[src/rtl/uart_pkg.sv]
// Shared UART types: byte width and byte type used by the receive and transmit sides.
package uart_pkg;
  localparam int unsigned UartDataW = 8;
  typedef logic [UartDataW-1:0] uart_byte_t;
endpackage

[src/rtl/uart_rx_fifo_if.sv]
// Receive-buffer bus: byte strobe in from the receiver, valid/ready stream and status out.
interface uart_rx_fifo_if #(parameter int unsigned Depth = 16);
  import uart_pkg::*;
  localparam int unsigned AddrW = $clog2(Depth);

  uart_byte_t       rx_data_i;
  logic             rx_valid_i;
  uart_byte_t       data_o;
  logic             valid_o;
  logic             ready_i;
  logic [AddrW:0]   level_o;
  logic             overrun_o;
  logic             overrun_clr_i;

  modport master (
    output rx_data_i, rx_valid_i, ready_i, overrun_clr_i,
    input  data_o, valid_o, level_o, overrun_o
  );

  modport slave (
    input  rx_data_i, rx_valid_i, ready_i, overrun_clr_i,
    output data_o, valid_o, level_o, overrun_o
  );
endinterface

[src/rtl/uart_fifo_mem.sv]
// Depth x byte register array: one synchronous write port, one asynchronous read port.
module uart_fifo_mem
  import uart_pkg::*;
#(
  parameter int unsigned Depth = 16
) (
  input  logic                     clk,
  input  logic                     we,
  input  logic [$clog2(Depth)-1:0] waddr,
  input  uart_byte_t               wdata,
  input  logic [$clog2(Depth)-1:0] raddr,
  output uart_byte_t               rdata
);
  uart_byte_t mem [Depth];

  always_ff @(posedge clk) begin
    if (we) mem[waddr] <= wdata;
  end

  assign rdata = mem[raddr];
endmodule

[src/rtl/uart_rx_fifo.sv]
// UART receive buffer: captures byte strobes into a circular buffer, first-word fall-through
// stream out, fill level and sticky overrun flag.
module uart_rx_fifo
  import uart_pkg::*;
#(
  parameter int unsigned Depth = 16
) (
  input logic          clk_i,
  input logic          rst_i,
  uart_rx_fifo_if.slave bus
);
  localparam int unsigned AddrW = $clog2(Depth);
  localparam int unsigned PtrW  = AddrW + 1;

  if (Depth < 2 || (Depth & (Depth - 1)) != 0) begin : g_bad_depth
    $error("uart_rx_fifo: Depth must be a power of two and >= 2");
  end

  logic [PtrW-1:0] wr_ptr;
  logic [PtrW-1:0] rd_ptr;
  logic            overrun;
  logic            empty;
  logic            full;
  logic            push;
  logic            pop;
  logic            overflow;
  uart_byte_t      rd_data;

  assign empty    = (wr_ptr == rd_ptr);
  assign full     = (wr_ptr[AddrW-1:0] == rd_ptr[AddrW-1:0]) && (wr_ptr[AddrW] != rd_ptr[AddrW]);
  assign pop      = !empty && bus.ready_i;
  // A pop in the same cycle frees a slot, so a full buffer can still accept the byte.
  assign push     = bus.rx_valid_i && (!full || pop);
  assign overflow = bus.rx_valid_i && full && !pop;

  always_ff @(posedge clk_i) begin
    if (rst_i) begin
      wr_ptr <= '0;
      rd_ptr <= '0;
    end else begin
      if (push) wr_ptr <= wr_ptr + PtrW'(1);
      if (pop)  rd_ptr <= rd_ptr + PtrW'(1);
    end
  end

  // New overflow beats a clear in the same cycle.
  always_ff @(posedge clk_i) begin
    if (rst_i)                  overrun <= 1'b0;
    else if (overflow)          overrun <= 1'b1;
    else if (bus.overrun_clr_i) overrun <= 1'b0;
  end

  uart_fifo_mem #(.Depth(Depth)) u_mem (
    .clk   (clk_i),
    .we    (push && !rst_i),
    .waddr (wr_ptr[AddrW-1:0]),
    .wdata (bus.rx_data_i),
    .raddr (rd_ptr[AddrW-1:0]),
    .rdata (rd_data)
  );

  assign bus.data_o    = empty ? '0 : rd_data;
  assign bus.valid_o   = !empty;
  assign bus.level_o   = wr_ptr - rd_ptr;
  assign bus.overrun_o = overrun;
endmodule
[src/flat_wrapper.sv]
// flat-port wrapper written by rule: the top's interface ports become plain ports
module uart_rx_fifo_flat import uart_pkg::*;
#(
  parameter int unsigned Depth = 16
)
  (clk_i, rst_i, bus_rx_data_i, bus_rx_valid_i, bus_ready_i, bus_overrun_clr_i, bus_data_o, bus_valid_o, bus_level_o, bus_overrun_o);
  uart_rx_fifo_if #(.Depth(Depth)) bus_i ();
  input logic clk_i;
  input logic rst_i;
  input wire logic [$bits(bus_i.rx_data_i)-1:0] bus_rx_data_i;
  input wire logic [$bits(bus_i.rx_valid_i)-1:0] bus_rx_valid_i;
  input wire logic [$bits(bus_i.ready_i)-1:0] bus_ready_i;
  input wire logic [$bits(bus_i.overrun_clr_i)-1:0] bus_overrun_clr_i;
  output wire logic [$bits(bus_i.data_o)-1:0] bus_data_o;
  output wire logic [$bits(bus_i.valid_o)-1:0] bus_valid_o;
  output wire logic [$bits(bus_i.level_o)-1:0] bus_level_o;
  output wire logic [$bits(bus_i.overrun_o)-1:0] bus_overrun_o;
  assign bus_i.rx_data_i = bus_rx_data_i;
  assign bus_i.rx_valid_i = bus_rx_valid_i;
  assign bus_i.ready_i = bus_ready_i;
  assign bus_i.overrun_clr_i = bus_overrun_clr_i;
  assign bus_data_o = bus_i.data_o;
  assign bus_valid_o = bus_i.valid_o;
  assign bus_level_o = bus_i.level_o;
  assign bus_overrun_o = bus_i.overrun_o;
  uart_rx_fifo #(.Depth(Depth)) u_core (.clk_i(clk_i), .rst_i(rst_i), .bus(bus_i));
endmodule
[config.mk]
export PLATFORM = sky130hd
export DESIGN_NAME = uart_rx_fifo_flat
export DESIGN_NICKNAME = d
export VERILOG_FILES = /design/src/rtl/uart_pkg.sv /design/src/rtl/uart_rx_fifo_if.sv /design/src/rtl/uart_fifo_mem.sv /design/src/rtl/uart_rx_fifo.sv /design/src/flat_wrapper.sv
export SDC_FILE = /design/constraint.sdc
export NUM_CORES = 1
export LEC_CHECK = 0
export BUFFER_PORTS_ARGS = -buffer_cell sky130_fd_sc_hd__buf_2
export CAP_MARGIN = 20
export CORE_AREA = 4 4 120 122
export DETAILED_ROUTE_END_ITERATION = 10
export DIE_AREA = 0 0 124 126
export SLEW_MARGIN = 40
export SYNTH_ARGS = -nofsm -noshare
export SYNTH_HDL_FRONTEND = slang
export SYNTH_SLANG_ARGS = --single-unit
[constraint.sdc]
create_clock -name clk_i -period 2.7 [get_ports clk_i]
set_input_delay 0.81 -clock clk_i [delete_from_list [all_inputs] [get_ports clk_i]]
set_output_delay 0.81 -clock clk_i [all_outputs]
set_load 0.02 [all_outputs]
======== Word-level counts from Yosys, hierarchy flattened ========
Memories as Yosys holds them, arrays and structs flattened. A register that Yosys moved wholly into a read port is not among the register bits.
Index checks and enable logic that the tools add are counted.
Widths: inputs -> output; s select.
word-level totals
  output and inout port bits .............. 15
  memories kept ........................... 1
  word-level logic and storage cells ...... 29
  memory bits (writable) .................. 128
  flip-flop bits (word level) ............. 11
memory list
  name              depth  width  read ports  clocked after Yosys merged registers in  wr ports  RTL line             RTL
  u_core.u_mem.mem  16     8      1           1                                        1         uart_fifo_mem.sv:14  uart_byte_t mem [Depth];
operators by class
  add/sub/neg operators ................... 3
  mux-type cells .......................... 7
  equal/unequal tests ..................... 3
  reductions and logical operators ........ 12
operators with widths
  kind                 number
  $add 5x1->5 const B  2
  $mux 4               2
  $mux 8               1
  $logic_and 1x1->1    6
  $eq 5x5->1           1
  $sub 5x5->5          1
  $eq 4x4->1           1
  $logic_not 1->1      4
  $mux 1               4
  $reduce_bool 2->1    1
  $logic_or 1x1->1     1
  $ne 1x1->1           1

======== Depth between registers and ports, before layout ========
  depth after elaboration ................. 8
  mapped depth ............................ 7

======== Hierarchy ========
A second synthesis with hierarchy kept.
second synthesis, totals
  cells, all modules ...................... 304
  area, all modules ....................... 5734.2 um^2
by module, submodules not included
  module         area an instance (um^2)  cells an instance  times used  seq. area each (um^2)
  uart_fifo_mem  4987.3                   221                1           3843.7
  uart_rx_fifo   747.0                    83                 1           220.2

======== Worst setup path after synthesis ========
Ideal clock, no wire load.
  path kind ............................... reg2out
  start ................................... register u_core.wr_ptr[0]
  end ..................................... output bus_data_o[0]
  arrival time ............................ 1770 ps
  cell stages (with the launch flop) ...... 8
  setup slack ............................. 120 ps
  cell sequence ........................... dfxtp_1 inv_1 ha_1 and4_1 clkbuf_1 nand2_2 o21ai_0 a21oi_1
on the way
  longest elaborated chain between the ends .. 2
ends and longest elaborated chain
  element                 RTL line            RTL
  start, declared         uart_rx_fifo.sv:19  logic [PtrW-1:0] wr_ptr;
  start signal, assigned  uart_rx_fifo.sv:41  if (push) wr_ptr <= wr_ptr + PtrW'(1);
  $eq 5x5->1              uart_rx_fifo.sv:29  assign empty = (wr_ptr == rd_ptr);
  $mux 8                  uart_rx_fifo.sv:62  assign bus.data_o = empty ? '0 : rd_data;
  end, declared           flat_wrapper.sv:14  output wire logic [$bits(bus_i.data_o)-1:0] bus_data_o;
No other way between the ends.

==> impl_metrics.toml <==
[timing]
tightestPinTransition_ns = 0.613
finalWorstSetupSlack_ns = -0.303
finalSetupViolCount = 9
max_slew_margin = 0.590
clock_skew_ns = 0.00777
fmax_mhz = 333
final-max-slew-violation-count = 0
hold_viol = 0
finalCritPeriodShare = 1.11
finalCriticalPeriod_ns = 3.00
rsz0062_at_grt = "yes"

[place]
numPortBuffers = 27
place.detailed.hpwl_microns = 7180
placed_cells = 537
gp_congestion = 0.738

[worst_setup_path]
crit_chain = "clkbuf_16, mux4_2, mux2_4, o21ai_2, a21oi_2, buf_4"
worstPathArrival_ns = 2.19
cp_slowest_cell = "mux4_2"
crit_required_ns = 1.89
max_stage_delay_ns = 0.50
critPathCaptureType = "output port"
start_kind = "flip-flop"
r2r_cells = 8
r2r_end = "u_core.u_mem.mem[3][1]"
r2r_slack_ns = 0.46
worst-path-max-fanout = 4
reg2reg_from = "u_core.rd_ptr[3]"
crit_type = "reg -> out"

[floorplanning]
initial_core_util = 0.445
core.rowCount = 42
boundaryPins = 28
core_area_sq_um = 13200
dieHeight_microns = 126
die_area_sq_um = 15600
die_w_microns = 124

[logic_synthesis]
ys_top_cells_by_area = "edfxtp_1 (65%), mux4_2 (7.3%), mux4_1 (5.8%), dfxtp_1 (5.1%), ha_1 (1.9%)"
synth.top_cell.area_share = 0.654
synth_top_area_cell = "edfxtp_1"
synth_seq_cells = 143
synth_fp_nets = 339
synthArstFlopShare = 0
yosysUniqueCellTypes = 35
synth-seq-area-share = 0.705
ys.flop_type = "edfxtp_1"
syn_area_sq_um = 5870
syn_area_per_cell_sq_um = 18.6
synth_warnings = 0
synth_edf_count = 128
syn_inst = 316

[clocking]
cts_htree_levels = 4
clock_latency_ns = 0.41
cts.clk_slew.worst_paths_ns = 0.06
clock_sinks = 143
cts_root_buf = "clkbuf_16"
cts_buffers = 17
tritoncts = "built"
clockBufferDepth = 2

[route]
first_pass_iters = 4
drc_errors = 0
viasPerCell = 5.21
drt-initial-drc-count = 272
wl_microns = 11600
wl_per_cell_microns = 20.1
ant_nets = 0
num_vias = 3000

[global_routing]
antenna_found_initial = 0
grt_pass1_wl_microns = 17700
overflow = 0
grt_pass1_vias = 3186
grt_max_degree = 25
grt_use_total = 0.157

[layout]
diodes = 0
layout-drive-gt1-share = 0.405
final_cells = 576
areaGrowthSynthToFinish_pct = 22.6
fin_nets = 410
fill_cells = 1060

[worst_hold_path]
min_path_type = "reg -> reg"
hp-start = "u_core.bus.overrun_o"
min_to = "u_core.bus.overrun_o"
worstHoldPathCells = 2

[job]
drv_cap = 0

[power_and_ir_drop]
cellPowerDensity_nw_per_um2 = 773
ir_drop_uv = 443
power_mw = 5.56
p_leak_nw = 2.41

[outcome]
status = "finished with violations"
violations = "setup timing"
[stage by stage]
stage	setup TNS, ns	util	instance area (sq um)	hold slack [ns]	setup slack (ns)
2_1_floorplan	0	-	5870	0.492	0.120
3_5_place_dp	0	0.486	6410	0.462	0.0841
4_1_cts	-2.57	0.533	7030	0.475	-0.367
3_3_place_gp	0	0.486	6410	0.454	0.0863
6_report	-1.96	0.546	7200	0.468	-0.303
5_1_grt	-2.78	0.546	7200	0.500	-0.370
[area by class of cell]
| class | count | area (sq um) | area share |
|---|---|---|---|
| Clock inverter | 13 | 123 | 0.0170 |
| Inverter | 10 | 40.0 | 0.00556 |
| Tap cell | 176 | 220 | 0.0306 |
| Clock buffer | 19 | 433 | 0.0601 |
| Multi-Input combinational cell | 149 | 1670 | 0.232 |
| Sequential cell | 143 | 4150 | 0.577 |
| Timing Repair Buffer | 66 | 561 | 0.0779 |
[power breakdown]
part / internal (mW) / switching [mW]
clock network: 1.34 / 0.828
registers: 2.44 / 0.0214
logic: 0.453 / 0.480
total: 4.23 / 1.33
[kinds of logic (layout without fill, tap and decap cells)]
kind of cell               count (synthesis)  count (layout)  share of synthesized area
AOI/OAI and AO/OA                         33              33                     0.0320
xor gates and xnor gates                  12              12                     0.0192
buffers and inverters                     24             108                     0.0232
DFF                                      143             143                      0.705
adders and majority gates                 10              10                     0.0226
and+or+nand+nor                           46              46                     0.0377
muxes                                     48              48                      0.160
[routing by layer]
layer / vias up / global-route usage / wire length [microns]
met3: 7 / 0.0399 / 655
li1: 1401 / - / -
met1: 1513 / 0.202 / 4890
met4: 0 / 0.0619 / 102
met5: - / 0 / 0
met2: 79 / 0.256 / 5960
[worst max-delay path: cells and delay by family, from the launching register on]
kind | cells | cell delay, ns
AO/OA/AOI/OAI | 2 | 0.19
buffers and inverters | 2 | 0.37
multiplexers | 2 | 0.78
flip-flops | 1 | 0.43
[flip-flops by register name (all words and copies together) (netlist names), named ones only]
register and flops:
u_core.rd_ptr 5, u_core.wr_ptr 5, u_core.bus.overrun_o 1, u_core.u_mem.mem 128
[placed cells by master, fill, tap and decap left out, drive strengths merged, types with 9 or more instances in the layout]
cell type	instances
dfxtp	15
o21ai	10
nor2	24
inv	10
buf	64
mux4	32
clkbuf	21
edfxtp	128
xnor2	9
ha	9
a21oi	16
[cells in the mapped netlist (all sizes together), types with 3 or more instances]
cell type  number
a21oi          16
buf            10
clkbuf          4
dfxtp          15
edfxtp        128
ha              9
inv            10
mux2            8
mux2i           8
mux4           32
nand2           4
nand2b          5
nand3           3
nand4           5
nor2           24
o21ai          10
xnor2           9
xor2            3
[worst max path at each step]
stage                     startpoint             to  depth (start not counted)
floorplan           u_core.wr_ptr[0]  bus_data_o[0]                          7
finish                     flip-flop  bus_data_o[7]                          6
detailed placement         flip-flop  bus_data_o[7]                          6
global route               flip-flop  bus_data_o[7]                          6
global placement           flip-flop  bus_data_o[0]                          6
CTS                        flip-flop  bus_data_o[0]                          6
[timing repair]
item / in CTS / in global routing
resized for setup: 16 / 52
hold buffers: 0 / 0
setup endpoints to repair: 9 / 9
setup buffers: 2 / 2
gates cloned: 1 / 2
pin swaps: 0 / 4
Power figures use the tool's default switching activity.
